File: config.mk
export PLATFORM = sky130hd
export DESIGN_NAME = adiabatic_pclk_gen
export DESIGN_NICKNAME = d
export VERILOG_FILES = /design/src/rtl/adiabatic_pclk_gen.sv
export SDC_FILE = /design/constraint.sdc
export NUM_CORES = 1
export LEC_CHECK = 0
export CAP_MARGIN = 20
export CORE_AREA = 2 2 103 80
export DETAILED_ROUTE_END_ITERATION = 7
export DIE_AREA = 0 0 105 82
export HOLD_SLACK_MARGIN = 0.15
export PLACE_DENSITY = 0.6
export SLEW_MARGIN = 20
export SYNTH_ARGS = -nofsm -noshare
export SYNTH_HDL_FRONTEND = slang
export SYNTH_SLANG_ARGS = --single-unit
File: constraint.sdc
create_clock -name clk -period 4.31 [get_ports clk]
set_clock_uncertainty 0.15 [all_clocks]
set_input_delay 0.431 -clock clk [delete_from_list [all_inputs] [get_ports clk]]
set_output_delay 0.431 -clock clk [all_outputs]
set_load 0.01 [all_outputs]
File: src/rtl/adiabatic_pclk_gen.sv
// Four-phase trapezoidal power-clock sequencer for dual-rail adiabatic logic.
// Each phase ramps up, holds, ramps down and waits, one quarter behind the
// previous phase. Phases only join at the start of a ramp-up and only leave at
// the start of a wait, so no supply rail ever sees a truncated ramp.
module adiabatic_pclk_gen #(
  parameter int unsigned STEPS = 8,
  parameter int unsigned LW    = $clog2(STEPS + 1)
) (
  input  logic              clk,
  input  logic              reset,
  input  logic              start,
  input  logic              stop,
  output logic [4*LW-1:0]   pos_lvl,
  output logic [4*LW-1:0]   neg_lvl,
  output logic [3:0]        phase_active,
  output logic              busy,
  output logic              qtick
);

  localparam int unsigned SW = (STEPS > 1) ? $clog2(STEPS) : 1;

  localparam logic [1:0] S_IDLE  = 2'd0;
  localparam logic [1:0] S_RUN   = 2'd1;
  localparam logic [1:0] S_DRAIN = 2'd2;

  logic [1:0]      state, state_n;
  logic [SW-1:0]   sub, sub_n, sub_adv;
  logic [1:0]      q, q_n, q_adv;
  logic [3:0]      act_n;
  logic            wrap;
  logic [1:0]      lq;
  logic [LW-1:0]   lvl;
  logic [4*LW-1:0] pos_n, neg_n;
  logic            busy_n, qtick_n;

  // State and quarter counters
  always_ff @(posedge clk) begin
    if (reset) begin
      state <= S_IDLE;
      sub   <= '0;
      q     <= '0;
    end else begin
      state <= state_n;
      sub   <= sub_n;
      q     <= q_n;
    end
  end

  // Next state, counter advance and phase admission/retirement
  always_comb begin
    state_n = state;
    sub_n   = sub;
    q_n     = q;
    act_n   = phase_active;
    wrap    = (sub == SW'(STEPS - 1));
    sub_adv = wrap ? '0 : sub + SW'(1);
    q_adv   = wrap ? q + 2'd1 : q;
    case (state)
      S_IDLE: begin
        if (start && !stop) begin
          state_n = S_RUN;
          sub_n   = '0;
          q_n     = '0;
          act_n   = 4'b0001;
        end
      end
      S_RUN: begin
        sub_n = sub_adv;
        q_n   = q_adv;
        if (stop) begin
          state_n = S_DRAIN;
        end else begin
          for (int k = 0; k < 4; k++) begin
            if (q_adv == 2'(k) && sub_adv == '0) act_n[k] = 1'b1;
          end
        end
      end
      S_DRAIN: begin
        sub_n = sub_adv;
        q_n   = q_adv;
        for (int k = 0; k < 4; k++) begin
          if (q_adv == 2'(k + 3) && sub_adv == '0) act_n[k] = 1'b0;
        end
        if (act_n == 4'b0000) begin
          state_n = S_IDLE;
          sub_n   = '0;
          q_n     = '0;
        end
      end
      default: begin
        state_n = S_IDLE;
        sub_n   = '0;
        q_n     = '0;
        act_n   = 4'b0000;
      end
    endcase
  end

  // Per-phase charger level for the upcoming cycle (R, H, F, W by local quarter)
  always_comb begin
    pos_n = '0;
    neg_n = '0;
    lq    = '0;
    lvl   = '0;
    for (int k = 0; k < 4; k++) begin
      lvl = '0;
      lq  = q_n - 2'(k);
      if (act_n[k]) begin
        case (lq)
          2'd0:    lvl = LW'(sub_n) + LW'(1);
          2'd1:    lvl = LW'(STEPS);
          2'd2:    lvl = LW'(STEPS - 1) - LW'(sub_n);
          default: lvl = '0;
        endcase
      end
      pos_n[k*LW +: LW] = lvl;
      neg_n[k*LW +: LW] = LW'(STEPS) - lvl;
    end
    busy_n  = (state_n != S_IDLE);
    qtick_n = busy_n && (sub_n == SW'(STEPS - 1));
  end

  // Output registers, loaded with values consistent with the next state
  always_ff @(posedge clk) begin
    if (reset) begin
      pos_lvl      <= '0;
      neg_lvl      <= {4{LW'(STEPS)}};
      phase_active <= '0;
      busy         <= 1'b0;
      qtick        <= 1'b0;
    end else begin
      pos_lvl      <= pos_n;
      neg_lvl      <= neg_n;
      phase_active <= act_n;
      busy         <= busy_n;
      qtick        <= qtick_n;
    end
  end

endmodule

* Word level (Yosys, flattened, before mapping)
Index checks and enable logic that the tools add are counted.
** Cells by class
- Add/sub/neg operators :: 11
- Eq/ne operators :: 15
- Mux-type cells :: 35
- Reductions and logical operators :: 16
** Operators with widths (count)
- case mux 4 bit (3 select lines) :: 5
- two-way mux 4 bit :: 6
- subtractor 4 bit, first input constant :: 4
- equality test 2 bit, second input constant :: 7
- equality test 2 x 1 -> 1 bit, second input constant :: 6
- logical NOT 2 bit :: 6
- two-way mux 1 bit :: 12
- two-way mux 2 bit :: 6
- case mux 2 bit (3 select lines) :: 2
- two-way mux 3 bit :: 3
- case mux 3 bit (3 select lines) :: 1
- equality test 3 bit, second input constant :: 2
- logical AND 1 bit :: 6
- adder 3 x 1 -> 4 bit, second input constant :: 1
- logical NOT 4 bit :: 1
- subtractor 2 bit, second input constant :: 2
- subtractor 3 x 3 -> 4 bit, first input constant :: 1
- adder 3 x 1 -> 3 bit, second input constant :: 1
- logical NOT 3 bit :: 1
- adder 2 x 1 -> 2 bit, second input constant :: 1
- nonzero test 2 bit :: 1
- subtractor 2 x 1 -> 2 bit, second input constant :: 1
- logical NOT 1 bit :: 1
** Word-level totals
- Bits in registers :: 45
- Input port bits :: 4
- Output and inout bits :: 38
- Logic and storage cells :: 85

* Depth between registers and ports, before layout
Gate-level depths: netlist (run 1).
- Depth in word-level cells :: 14
- Depth in mapped cells :: 16
- Depth with buffers taken out :: 15

* Least setup slack after synthesis (run 1)
No wires, ideal clock.
- Path kind :: register -> register
- From :: reg sub[0]
- To :: reg neg_lvl[15]
- Library setup time :: 0.117 ns
- Arrival time :: 3.519 ns
- Data required time :: 4.043 ns
- Setup slack :: 0.524 ns
- Cell stages (with the launch flop) :: 16
- Buffers on the path :: 0
- Cells stage by stage :: dfxtp_1 -> ha_1 -> ha_1 -> nand2b_4 -> o32a_1 -> a22o_4 -> nor3_4 -> o21a_1 -> inv_2 -> ha_1 -> ha_1 -> a2111oi_0 -> a31oi_1 -> a21boi_1 -> xor2_1 -> nand2b_1
** RTL lines
- start: declaration :: RTL line 27 : logic [SW-1:0] sub, sub_n, sub_adv;
- start signal: assignment :: RTL line 44 : sub <= sub_n;
- adder 3 x 1 -> 3 bit / equality test 3 bit (equally long branches) :: RTL line 56, 55
- two-way mux 3 bit / two-way mux 2 bit (equally long branches) :: RTL line 56, 57
- logical NOT 3 bit (tied with other cells) :: RTL line 82 : if (q_adv == 2'(k + 3) && sub_adv == '0) act_n[k] = 1'b0;
- logical AND 1 bit :: RTL line 82
- two-way mux 1 bit :: RTL line 82
- two-way mux 1 bit :: RTL line 58 : case (state)
- logical NOT 4 bit :: RTL line 84 : if (act_n == 4'b0000) begin
- two-way mux 3 bit :: RTL line 84
- case mux 3 bit (3 select lines) * :: RTL line 58
- net sub_n[1] :: RTL line 27
- subtractor 3 x 3 -> 4 bit / adder 3 x 1 -> 4 bit (equally long branches) :: RTL line 112, 110
- case mux 4 bit (3 select lines) * :: RTL line 109 : case (lq)
- two-way mux 4 bit * :: RTL line 108 : if (act_n[k]) begin
- subtractor 4 bit * :: RTL line 117 : neg_n[k*LW +: LW] = LW'(STEPS) - lvl;
- end signal: assignment :: RTL line 127 : neg_lvl <= {4{LW'(STEPS)}};
- end signal: assignment :: RTL line 133 : neg_lvl <= neg_n;
- end: declaration :: RTL line 14 : output logic [4*LW-1:0] neg_lvl,
Mark *: on every way through the listed nets, which the timed path passes. The rest lies on a longest branch. The select of a mux whose other input is x is not followed.
A chain may end at the register's enable or synchronous reset.

* Final worst setup path (run 1)
Ends and elaborated chain as after synthesis.

==> out/qor.json, run 1 <==
{
  "htree_num_levels": {"value": 2},
  "path_clk_slew": {"value": 0.08, "unit": "ns"},
  "drv_slew": {"value": 0},
  "post-route-period-util": {"value": 91.82, "unit": "%"},
  "synth_top_area_share": {"value": 38.34, "unit": "%"},
  "routedWlPerCell": {"value": 13.46, "unit": "um"},
  "power_switching_share": {"value": 21.34, "unit": "%"},
  "insertion_delay": {"value": 0.29, "unit": "ns"},
  "pin_count_of_the_biggest_net_entering_global_routing": {"value": 26},
  "timing.slew.headroom": {"value": 37.37, "unit": "%"},
  "flow.area_growth_from_synthesis": {"value": 29.22, "unit": "%"},
  "max_cap_viol_count": {"value": 0},
  "dp.final_hpwl": {"value": 3.795, "unit": "mm"},
  "netSwitchingPower": {"value": 0.1745, "unit": "mW"},
  "die_height": {"value": 82, "unit": "um"},
  "drtPass1Iterations": {"value": 5},
  "post_layout_nonfiller_instances": {"value": 378},
  "path_class": {"value": "flop to flop"},
  "grt_pass1_vias": {"value": 1630},
  "worst-endpoint-arrival": {"value": 3.99, "unit": "ns"},
  "synth_warnings": {"value": 0},
  "fill_cells": {"value": 813},
  "cts_tree": {"value": "done"},
  "cellLeakagePower": {"value": 1.024, "unit": "nW"},
  "cp.required": {"value": 4.35, "unit": "ns"},
  "seq_area_frac_synth": {"value": 38.34, "unit": "%"},
  "sequentialPowerShare": {"value": 47.6, "unit": "%"},
  "p_per_area": {"value": 295.5, "unit": "nW/um^2"},
  "grt_remaining_overflow": {"value": 0},
  "drcViolationCount": {"value": 0},
  "avgSynthCellArea": {"value": 9.228, "unit": "um^2"},
  "num_cts_buffers": {"value": 5},
  "antenna_found_initial": {"value": 0},
  "post_cts_buffers": {"value": 0},
  "grt_first_pass_wirelength": {"value": 8.273, "unit": "mm"},
  "hold-path-cell-count": {"value": 2},
  "end_kind": {"value": "flop"},
  "synth-main-ff-cell": {"value": "sky130_fd_sc_hd__dfxtp_1"},
  "antenna-diode-count": {"value": 0},
  "post_synthesis_net_count": {"value": 246},
  "post_synth_num_cell_types": {"value": 57},
  "total_power": {"value": 0.8175, "unit": "mW"},
  "p_clk_share": {"value": 44.6, "unit": "%"},
  "layout.area.seq": {"value": 820.8, "unit": "um^2"},
  "tritoncts_num_sinks": {"value": 41},
  "post-place-cells": {"value": 370},
  "die_x": {"value": 105, "unit": "um"},
  "global_route.usage.total": {"value": 12.29, "unit": "%"},
  "worst_reg_to_reg_cells": {"value": 15},
  "die_outline_area": {"value": 8610, "unit": "um^2"},
  "cts.root.buffer_cell": {"value": "sky130_fd_sc_hd__clkbuf_8"},
  "power_frac_comb": {"value": 7.9, "unit": "%"},
  "detail_route.vias_per_cell": {"value": 4.693},
  "hold_viol": {"value": 0},
  "totalWireLength": {"value": 5.088, "unit": "mm"},
  "synth.ff_latch_count": {"value": 41},
  "synth_edf_count": {"value": 0},
  "clockBufferDepth": {"value": 2},
  "buffer_ports.inserted": {"value": 41},
  "critPathLaunchType": {"value": "flop"},
  "multi_input_comb_area": {"value": 1200, "unit": "um^2"},
  "synthDominantAreaCellType": {"value": "sky130_fd_sc_hd__dfxtp_1"},
  "tns": {"value": 0, "unit": "ns"},
  "initial_core_utilization": {"value": 28.03, "unit": "%"},
  "power.ir.vdd_worst": {"value": 0.1474, "unit": "mV"},
  "top_level_ports": {"value": 42},
  "drt_first_iter_violations": {"value": 142},
  "placeableCoreArea": {"value": 7637, "unit": "um^2"},
  "drt.antenna.violating_nets": {"value": 0},
  "worstHoldPathType": {"value": "flop to flop"},
  "maxClockFrequency": {"value": 252.7, "unit": "MHz"},
  "setup_repair_after_global_routing_missed_its_margin": {"value": "no"},
  "status": {"value": "completed"},
  "async_reset_ff_share": {"value": 0, "unit": "%"},
  "placer_congestion": {"value": 0.8707},
  "worst_slew_pin_slew": {"value": 0.9365, "unit": "ns"},
  "dr_total_vias": {"value": 1774},
  "final.min_clock_period": {"value": 3.957, "unit": "ns"},
  "std_cell_rows": {"value": 28},
  "final_nets": {"value": 286},
  "netlist_area": {"value": 2141, "unit": "um^2"},
  "synthesis.instances": {"value": 232},
  "intPower": {"value": 0.6431, "unit": "mW"},
  "report.final.setup_viol": {"value": 0},
  "hold_ws": {"value": 0.5297, "unit": "ns"},
  "synth_area_leaders": {"value": "sky130_fd_sc_hd__dfxtp_1 (38%), sky130_fd_sc_hd__nor2_1 (6.7%), sky130_fd_sc_hd__ha_1 (5.8%)"},
  "layout-drive-gt1-share": {"value": 13.92, "unit": "%"},
  "finish.utilization": {"value": 36.22, "unit": "%"},
  "worstPathMaxFanout": {"value": 7}
}
==> cell usage in the layout, fill, tap and decap left out, drive strengths merged, types with 3 or more instances in the layout <==
| master | synthesis | routed |
|---|---|---|
| nor2 | 38 | 38 |
| buf | 9 | 5 |
| nand2 | 18 | 18 |
| dfxtp | 41 | 41 |
| o31a | 3 | 3 |
| a21oi | 14 | 14 |
| o31ai | 3 | 3 |
| ha | 10 | 10 |
| nand2b | 12 | 12 |
| nor3 | 5 | 5 |
| a22oi | 3 | 3 |
| nor4 | 3 | 3 |
| mux2i | 3 | 3 |
| clkbuf | 4 | 5 |
| clkdlybuf4s50 | 0 | 41 |
| xnor2 | 6 | 6 |
| nor2b | 6 | 6 |
| a21boi | 3 | 3 |
| o21ai | 5 | 5 |
| xor2 | 4 | 4 |
| inv | 8 | 8 |
| o21a | 4 | 4 |
| and2 | 4 | 4 |
==> per-layer routing <==
layer / up-vias / track usage, % / wire (um)
met5: - / 0 / 0
met1: 803 / 17.87 / 2623
met3: 13 / 3.413 / 426
li1: 875 / - / -
met2: 83 / 17.86 / 1980
met4: 0 / 2.933 / 58
==> metrics by stage <==
step / setup WS, ns / instance area [um^2]
2_1_floorplan: 0.5244 / 2141
3_3_place_gp: 0.4482 / 2631
3_5_place_dp: 0.3697 / 2631
4_1_cts: 0.2915 / 2765
5_1_grt: 0.05632 / 2766
6_report: 0.3528 / 2766
==> final cells by class <==
class / count / share of cell area (%)
flip-flops and latches: 41 / 29.67
well taps: 105 / 4.749
repair buffers: 46 / 16.19
clock inverters: 3 / 2.352
clock buffers: 5 / 2.488
inverters: 8 / 1.176
multi-input cells: 170 / 43.37
==> state kept, by name, summed over array words and instances, names as in the netlist <==
| register | flops |
|---|---|
| busy | 1 |
| phase_active | 4 |
| qtick | 1 |
| state | 2 |
| sub | 3 |
| q | 2 |
| pos_lvl | 16 |
| neg_lvl | 12 |
==> what timing repair did <==
action,4_1_cts,5_1_grt
setup endpoints to repair,0,1
endpoints found under the hold margin,0,0
hold buffers,0,0
gates resized for setup,0,1
==> worst max-delay path: stages, from the launching register on <==
cell and delay [ns]:
sky130_fd_sc_hd__dfxtp_1 0.35, sky130_fd_sc_hd__ha_1 0.23, sky130_fd_sc_hd__ha_1 0.37, sky130_fd_sc_hd__nand2b_4 0.18, sky130_fd_sc_hd__o32a_1 0.37, sky130_fd_sc_hd__a22o_4 0.25
sky130_fd_sc_hd__nor4_2 0.28, sky130_fd_sc_hd__o41a_4 0.22, sky130_fd_sc_hd__inv_4 0.07, sky130_fd_sc_hd__ha_1 0.20, sky130_fd_sc_hd__ha_1 0.33, sky130_fd_sc_hd__a2111oi_1 0.31
sky130_fd_sc_hd__a31oi_1 0.13, sky130_fd_sc_hd__a21boi_1 0.20, sky130_fd_sc_hd__xor2_1 0.15, sky130_fd_sc_hd__nand2b_1 0.06
==> power groups by stage <==
stage	sequential (mW)	combinational [mW]	clock [mW]
6_report	0.389	0.0644	0.364
5_1_grt	0.390	0.0712	0.387
4_1_cts	0.389	0.0641	0.373
3_5_place_dp	0.398	0.0636	0
3_3_place_gp	0.398	0.0647	0
2_1_floorplan	0.398	0.0373	0
==> Yosys cell counts (all sizes together) (2+ instances only) <==
| library cell | count |
|---|---|
| nand2 | 18 |
| mux2i | 3 |
| ha | 10 |
| buf | 9 |
| nor3 | 5 |
| or2 | 2 |
| o31ai | 3 |
| o21ai | 5 |
| a22oi | 3 |
| clkbuf | 4 |
| dfxtp | 41 |
| xor2 | 4 |
| o21a | 4 |
| a21oi | 14 |
| xnor2 | 6 |
| inv | 8 |
| a31oi | 2 |
| or3 | 2 |
| nor4 | 3 |
| and2 | 4 |
| nand3 | 2 |
| nand2b | 12 |
| nor2 | 38 |
| o31a | 3 |
| a21boi | 3 |
| a21o | 2 |
| a32oi | 2 |
| nor2b | 6 |
==> kinds of logic after synthesis <==
group / after synthesis / share of synthesized area, %
xor gates and xnor gates: 10 / 4.442
and+or+nand+nor: 97 / 24.84
adders and majority gates: 10 / 5.845
buffers and inverters: 21 / 5.669
muxes: 3 / 2.571
AOI/OAI and AO/OA: 50 / 18.29
DFF: 41 / 38.34
==> final timing paths <==
check	startpoint	to	slack [ns]
max	sub[0]	neg_lvl[15]	0.35
min	state[0]	state[0]	0.53
max reg2reg	sub[0]	neg_lvl[15]	0.35
min reg2reg	state[0]	state[0]	0.53
Note: power is estimated with default switching activity, not from simulation.
==> run 2: changes to the inputs <==
--- a/config.mk
+++ b/config.mk
@@ -11,6 +11,8 @@
 export DIE_AREA = 0 0 105 82
 export HOLD_SLACK_MARGIN = 0.15
 export PLACE_DENSITY = 0.6
+export RECOVER_POWER = 50
+export SKIP_LAST_GASP = 1
 export SLEW_MARGIN = 20
 export SYNTH_ARGS = -nofsm -noshare
 export SYNTH_HDL_FRONTEND = slang
==> out/qor.json, run 2 (synthesis results as in run 1) <==
{
  "status": {"value": "completed"},
  "flow.area_growth_from_synthesis": {"value": 29.22, "unit": "%", "change": "unchanged"},
  "post_layout_nonfiller_instances": {"value": 378, "change": "unchanged"},
  "drv_slew": {"value": 0, "change": "unchanged"},
  "die_outline_area": {"value": 8610, "unit": "um^2", "change": "unchanged"},
  "layout.cell_area.non_filler": {"value": 2766, "unit": "um^2", "change": "unchanged"},
  "initial_core_utilization": {"value": 28.03, "unit": "%", "change": "unchanged"},
  "worst_reg_to_reg_cells": {"value": 15, "change": "unchanged"},
  "global_route.usage.total": {"value": 12.29, "unit": "%", "change": "unchanged"},
  "detailed_place.area": {"value": 2631, "unit": "um^2", "change": "unchanged"},
  "postCtsHoldBufs": {"value": 0, "change": "unchanged"},
  "pin_count_of_the_biggest_net_entering_global_routing": {"value": 26, "change": "unchanged"},
  "report.final.setup_viol": {"value": 0, "change": "unchanged"},
  "max_cap_viol_count": {"value": 0, "change": "unchanged"},
  "worstHoldPathType": {"value": "flop to flop"},
  "htree_num_levels": {"value": 2, "change": "unchanged"},
  "worst_slew_pin_slew": {"value": 0.9177, "unit": "ns", "change": "-0.01881 ns"},
  "setup_repair_after_global_routing_missed_its_margin": {"value": "no"},
  "antenna_found_initial": {"value": 0, "change": "unchanged"},
  "layout-drive-gt1-share": {"value": 13.92, "unit": "%", "change": "unchanged"},
  "totalWireLength": {"value": 5.013, "unit": "mm", "change": "-1.5%"},
  "grt_pass1_vias": {"value": 1630, "change": "unchanged"},
  "mostFrequentLayoutCell": {"value": "sky130_fd_sc_hd__dfxtp_1"},
  "routedWlPerCell": {"value": 13.26, "unit": "um", "change": "-1.5%"},
  "hold_ws": {"value": 0.5432, "unit": "ns", "change": "+0.01353 ns"},
  "final_nets": {"value": 286, "change": "unchanged"},
  "num_cts_buffers": {"value": 5, "change": "unchanged"},
  "die_height": {"value": 82, "unit": "um", "change": "unchanged"},
  "std_cell_rows": {"value": 28, "change": "unchanged"},
  "detail_route.vias_per_cell": {"value": 4.664, "change": "-0.62%"},
  "buffer_ports.inserted": {"value": 41, "change": "unchanged"},
  "critPathLaunchType": {"value": "flop"},
  "insertion_delay": {"value": 0.29, "unit": "ns", "change": "about the same"},
  "layout.cells.most_common_list": {"value": "sky130_fd_sc_hd__dfxtp_1 (41), sky130_fd_sc_hd__dlygate4sd3_1 (39), sky130_fd_sc_hd__nor2_1 (38)"},
  "max_flop_register": {"value": "pos_lvl"},
  "cts.root.buffer_cell": {"value": "sky130_fd_sc_hd__clkbuf_8"},
  "clockBufferDepth": {"value": 2, "change": "unchanged"},
  "worst-endpoint-arrival": {"value": 4.00, "unit": "ns", "change": "about the same"},
  "cp-startpoint": {"value": "sub[0]"},
  "fin_ws": {"value": 0.3473, "unit": "ns", "change": "-0.005446 ns"},
  "antenna-diode-count": {"value": 0, "change": "unchanged"},
  "grt_remaining_overflow": {"value": 0, "change": "unchanged"},
  "end_kind": {"value": "flop"},
  "drt.antenna.violating_nets": {"value": 0, "change": "unchanged"},
  "final.min_clock_period": {"value": 3.963, "unit": "ns", "change": "+0.005446 ns"},
  "drt_first_iter_violations": {"value": 147, "change": "+3.5%"},
  "cp.required": {"value": 4.35, "unit": "ns", "change": "about the same"},
  "power.ir.vdd_worst": {"value": 0.1477, "unit": "mV", "change": "+0.17%"},
  "total_power": {"value": 0.8141, "unit": "mW", "change": "-0.42%"},
  "dp.final_hpwl": {"value": 3.795, "unit": "mm", "change": "unchanged"},
  "post-place-cells": {"value": 370, "change": "unchanged"},
  "finish.utilization": {"value": 36.22, "unit": "%", "change": "unchanged"},
  "placer_congestion": {"value": 0.8707, "change": "unchanged"},
  "tns": {"value": 0, "unit": "ns", "change": "unchanged"},
  "worstPathMaxFanout": {"value": 7, "change": "unchanged"},
  "drcViolationCount": {"value": 0, "change": "unchanged"},
  "drtPass1Iterations": {"value": 4, "change": "-1"},
  "tritoncts_num_sinks": {"value": 41, "change": "unchanged"},
  "hold_viol": {"value": 0, "change": "unchanged"},
  "placeableCoreArea": {"value": 7637, "unit": "um^2", "change": "unchanged"},
  "path_class": {"value": "flop to flop"},
  "maxClockFrequency": {"value": 252.4, "unit": "MHz", "change": "-0.14%"},
  "hold-path-cell-count": {"value": 2, "change": "unchanged"},
  "crit-reg2reg-launch": {"value": "sub[0]"},
  "grt_first_pass_wirelength": {"value": 8.273, "unit": "mm", "change": "unchanged"},
  "cts_tree": {"value": "done"},
  "p_per_area": {"value": 294.3, "unit": "nW/um^2", "change": "-0.42%"},
  "top_level_ports": {"value": 42, "change": "unchanged"},
  "placement.setup.worst_slack": {"value": 0.3697, "unit": "ns", "change": "unchanged"},
  "reg.largest.list": {"value": "pos_lvl x16, neg_lvl x12, phase_active x4"},
  "worstHoldStart": {"value": "state[0]"},
  "cellLeakagePower": {"value": 1.129, "unit": "nW", "change": "+10%"},
  "timing.slew.headroom": {"value": 38.62, "unit": "%", "change": "+1.2 points"},
  "largest_register_ffs": {"value": 16, "change": "unchanged"},
  "path_clk_slew": {"value": 0.08, "unit": "ns", "change": "about the same"},
  "die_x": {"value": 105, "unit": "um", "change": "unchanged"},
  "dr_total_vias": {"value": 1763, "change": "-0.62%"},
  "post-route-period-util": {"value": 91.94, "unit": "%", "change": "+0.13 points"}
}
## run 2: cell count changes in the layout (fill, tap and decap cells not counted)
cell,before,now
sky130_fd_sc_hd__dlygate4sd3_1,0,39
sky130_fd_sc_hd__clkdlybuf4s50_1,41,2
## run 2: area by class of cell
class	count	area (um^2)
Tap cell	105	131.4
Inverter	8	32.53
Multi-Input combinational cell	170	1200
Fill cell	813	4871
Sequential cell	41	820.8
Timing Repair Buffer	46	447.9
Clock inverter	3	65.06
Clock buffer	5	68.82
## run 2: critical path: stages (launching register included)
cell                        delay, ns
sky130_fd_sc_hd__dfxtp_1         0.35
sky130_fd_sc_hd__ha_1            0.23
sky130_fd_sc_hd__ha_1            0.37
sky130_fd_sc_hd__nand2b_4        0.18
sky130_fd_sc_hd__o32a_1          0.37
sky130_fd_sc_hd__a22o_4          0.25
sky130_fd_sc_hd__nor4_2          0.28
sky130_fd_sc_hd__o41a_4          0.22
sky130_fd_sc_hd__inv_4           0.07
sky130_fd_sc_hd__ha_1            0.20
sky130_fd_sc_hd__ha_1            0.33
sky130_fd_sc_hd__a2111oi_1       0.31
sky130_fd_sc_hd__a31oi_1         0.13
sky130_fd_sc_hd__a21boi_1        0.20
sky130_fd_sc_hd__xor2_1          0.15
sky130_fd_sc_hd__nand2b_1        0.06
## run 2: repair_timing
item	CTS	global route
endpoints found under the hold margin	0	0
setup endpoints to repair	0	1
setup buffers	0	0
resized for setup	0	1
## run 2: path summary, 6_finish.rpt
path / slack [ns] / end
worst max-delay path: 0.35 / neg_lvl[15]
worst max register to register: 0.35 / neg_lvl[15]
worst min register to register: 0.54 / state[0]
worst min-delay path: 0.54 / state[0]
## run 2: report_power, final
| part | leakage [nW] | internal [mW] | switching, mW |
|---|---|---|---|
| logic | 0.729 | 0.0264 | 0.0357 |
| clock network | 0.0681 | 0.230 | 0.133 |
| registers | 0.332 | 0.384 | 0.00415 |
## run 2: metal layers
metal | wire length [um] | GRT usage (%) | vias to the layer above | share of wire (%)
met5 | 0 | 0 | - | 0
met4 | 39 | 2.933 | 0 | 0.78
met3 | 488 | 3.413 | 7 | 9.7
met2 | 2008 | 17.86 | 80 | 40
met1 | 2477 | 17.87 | 799 | 49
li1 | - | - | 877 | -
==> run 3: changes to the inputs <==
--- a/config.mk
+++ b/config.mk
@@ -7,11 +7,13 @@
 export LEC_CHECK = 0
 export CAP_MARGIN = 20
 export CORE_AREA = 2 2 103 80
+export CTS_CLUSTER_SIZE = 14
 export DETAILED_ROUTE_END_ITERATION = 7
 export DIE_AREA = 0 0 105 82
 export HOLD_SLACK_MARGIN = 0.15
 export PLACE_DENSITY = 0.6
 export RECOVER_POWER = 50
+export REMOVE_ABC_BUFFERS = 1
 export SKIP_LAST_GASP = 1
 export SLEW_MARGIN = 20
 export SYNTH_ARGS = -nofsm -noshare
==> out/qor.json, run 3 (synthesis results as in run 1) <==
{
  "status": {"value": "completed"},
  "placeableCoreArea": {"value": 7637, "unit": "um^2", "change": "unchanged"},
  "timing.slew.headroom": {"value": 50.70, "unit": "%", "change": "+12 points"},
  "fill_cells": {"value": 819, "change": "+0.74%"},
  "max_cap_viol_count": {"value": 0, "change": "unchanged"},
  "crit-reg2reg-capture": {"value": "neg_lvl[15]"},
  "die_outline_area": {"value": 8610, "unit": "um^2", "change": "unchanged"},
  "post-route-period-util": {"value": 94.69, "unit": "%", "change": "+2.8 points"},
  "tns": {"value": 0, "unit": "ns", "change": "unchanged"},
  "grt_remaining_overflow": {"value": 0, "change": "unchanged"},
  "cp.required": {"value": 4.35, "unit": "ns", "change": "about the same"},
  "largest_register_ffs": {"value": 16, "change": "unchanged"},
  "final.min_clock_period": {"value": 4.081, "unit": "ns", "change": "+0.1186 ns"},
  "worst_reg_to_reg_cells": {"value": 15, "change": "unchanged"},
  "path_clk_slew": {"value": 0.08, "unit": "ns", "change": "about the same"},
  "std_cell_rows": {"value": 28, "change": "unchanged"},
  "flow.area_growth_from_synthesis": {"value": 27.70, "unit": "%"},
  "cts_tree": {"value": "done"},
  "worstPathMaxFanout": {"value": 8, "change": "+1"},
  "detail_route.vias_per_cell": {"value": 4.588, "change": "-1.6%"},
  "totalWireLength": {"value": 4.799, "unit": "mm", "change": "-4.3%"},
  "drt.antenna.violating_nets": {"value": 0, "change": "unchanged"},
  "initial_core_utilization": {"value": 28.03, "unit": "%", "change": "unchanged"},
  "post_layout_nonfiller_instances": {"value": 376, "change": "-0.53%"},
  "finish.utilization": {"value": 35.80, "unit": "%", "change": "-0.43 points"},
  "total_power": {"value": 0.7647, "unit": "mW", "change": "-6.1%"},
  "worstHoldStart": {"value": "state[0]"},
  "hold_ws": {"value": 0.5181, "unit": "ns", "change": "-0.02519 ns"},
  "p_per_area": {"value": 279.7, "unit": "nW/um^2", "change": "-4.9%"},
  "worstHoldPathType": {"value": "flop to flop"},
  "layout-drive-gt1-share": {"value": 13.28, "unit": "%", "change": "-0.64 points"},
  "maxClockFrequency": {"value": 245.0, "unit": "MHz", "change": "-2.9%"},
  "report.final.setup_viol": {"value": 0, "change": "unchanged"},
  "layout.cell_area.non_filler": {"value": 2734, "unit": "um^2", "change": "-1.2%"},
  "hold_viol": {"value": 0, "change": "unchanged"},
  "worst-r2r-setup-slack": {"value": 0.23, "unit": "ns", "change": "-0.12 ns"},
  "worst_hold_path.endpoint": {"value": "state[0]"},
  "placer_congestion": {"value": 0.8462, "change": "-2.8%"},
  "worst_slew_pin_slew": {"value": 0.7351, "unit": "ns", "change": "-0.1826 ns"},
  "pin_count_of_the_biggest_net_entering_global_routing": {"value": 17, "change": "-35%"},
  "crit-reg2reg-launch": {"value": "sub[0]"},
  "mostFrequentLayoutCell": {"value": "sky130_fd_sc_hd__dfxtp_1"},
  "antenna-diode-count": {"value": 0, "change": "unchanged"},
  "max_flop_register": {"value": "pos_lvl"},
  "worst-endpoint-arrival": {"value": 4.12, "unit": "ns", "change": "+0.12 ns"},
  "fin_ws": {"value": 0.2287, "unit": "ns", "change": "-0.1186 ns"},
  "cellLeakagePower": {"value": 1.109, "unit": "nW", "change": "-1.8%"},
  "insertion_delay": {"value": 0.29, "unit": "ns", "change": "about the same"},
  "antenna_found_initial": {"value": 0, "change": "unchanged"},
  "num_cts_buffers": {"value": 5, "change": "unchanged"},
  "power.ir.vdd_worst": {"value": 0.1762, "unit": "mV", "change": "+19%"},
  "postCtsHoldBufs": {"value": 0, "change": "unchanged"},
  "end_kind": {"value": "flop"},
  "drcViolationCount": {"value": 0, "change": "unchanged"},
  "drv_slew": {"value": 0, "change": "unchanged"},
  "path_class": {"value": "flop to flop"},
  "reg.largest.list": {"value": "pos_lvl x16, neg_lvl x12, phase_active x4"},
  "htree_num_levels": {"value": 2, "change": "unchanged"},
  "hold-path-cell-count": {"value": 2, "change": "unchanged"},
  "die_x": {"value": 105, "unit": "um", "change": "unchanged"},
  "detailed_place.area": {"value": 2616, "unit": "um^2", "change": "-0.57%"},
  "placement.setup.worst_slack": {"value": 0.1982, "unit": "ns", "change": "-0.1715 ns"},
  "tritoncts_num_sinks": {"value": 41, "change": "unchanged"},
  "final_nets": {"value": 284, "change": "-0.70%"},
  "setup_repair_after_global_routing_missed_its_margin": {"value": "no"},
  "drt_first_iter_violations": {"value": 109, "change": "-26%"},
  "clockBufferDepth": {"value": 2, "change": "unchanged"},
  "top_level_ports": {"value": 42, "change": "unchanged"},
  "drtPass1Iterations": {"value": 5, "change": "+1"},
  "global_route.usage.total": {"value": 11.55, "unit": "%", "change": "-0.74 points"},
  "buffer_ports.inserted": {"value": 41, "change": "unchanged"},
  "cts.root.buffer_cell": {"value": "sky130_fd_sc_hd__clkbuf_8"},
  "grt_first_pass_wirelength": {"value": 7.838, "unit": "mm", "change": "-5.3%"},
  "post-place-cells": {"value": 368, "change": "-0.54%"},
  "dp.final_hpwl": {"value": 3.714, "unit": "mm", "change": "-2.1%"},
  "dr_total_vias": {"value": 1725, "change": "-2.2%"},
  "routedWlPerCell": {"value": 12.76, "unit": "um", "change": "-3.8%"},
  "grt_pass1_vias": {"value": 1572, "change": "-3.6%"},
  "critPathLaunchType": {"value": "flop"},
  "layout.cells.most_common_list": {"value": "sky130_fd_sc_hd__dfxtp_1 (41), sky130_fd_sc_hd__dlygate4sd3_1 (39), sky130_fd_sc_hd__nor2_1 (38)"},
  "die_height": {"value": 82, "unit": "um", "change": "unchanged"}
}
-- run 3: timing repair --
action | in CTS | in global routing
setup endpoints to repair | 0 | 1
gates resized for setup | 0 | 1
setup buffers | 0 | 0
-- run 3: how the worst max path moves through the flow --
stage	from	to	slack, ns	cells past startpoint
5_1_grt	sub[0]	neg_lvl[15]	0.01	15
4_1_cts	sub[0]	neg_lvl[15]	0.16	15
2_1_floorplan	sub[0]	neg_lvl[15]	0.52	15
3_3_place_gp	sub[0]	neg_lvl[15]	0.30	15
3_5_place_dp	sub[0]	neg_lvl[15]	0.20	15
6_report	sub[0]	neg_lvl[15]	0.23	15
-- run 3: worst max-delay path, stage by stage (launching register included) --
cell,delay (ns)
sky130_fd_sc_hd__dfxtp_1,0.36
sky130_fd_sc_hd__ha_1,0.23
sky130_fd_sc_hd__ha_1,0.37
sky130_fd_sc_hd__nand2b_4,0.18
sky130_fd_sc_hd__o32a_1,0.36
sky130_fd_sc_hd__a22o_4,0.24
sky130_fd_sc_hd__nor3_4,0.35
sky130_fd_sc_hd__o21a_2,0.27
sky130_fd_sc_hd__inv_2,0.07
sky130_fd_sc_hd__ha_1,0.18
sky130_fd_sc_hd__ha_1,0.33
sky130_fd_sc_hd__a2111oi_0,0.33
sky130_fd_sc_hd__a31oi_1,0.14
sky130_fd_sc_hd__a21boi_1,0.20
sky130_fd_sc_hd__xor2_1,0.15
sky130_fd_sc_hd__nand2b_1,0.06
-- run 3: final cells by class --
class                      instances  area [um^2]  area share [%]
clock buffer                       7        86.33           3.158
sequential                        41        820.8           30.02
tap                              105        131.4           4.805
timing repair buffer              44        432.9           15.84
inverter                           8        32.53           1.190
clock inverter                     1        30.03           1.098
multi-input combinational        170         1200           43.89
-- run 3: where the power goes --
group | internal [mW] | total (mW) | switching, mW
Combinational | 0.0263 | 0.0608 | 0.0345
Sequential | 0.384 | 0.389 | 0.00433
Clock | 0.189 | 0.315 | 0.126
-- run 3: routing by layer --
layer / up-vias / share of wire [%] / routed length (um) / GRT usage [%]
met5: - / 0 / 0 / 0
met4: 0 / 0.73 / 35 / 2.800
met3: 6 / 8.1 / 387 / 3.254
met2: 60 / 39 / 1866 / 16.56
met1: 789 / 52 / 2509 / 16.90
li1: 870 / - / - / -
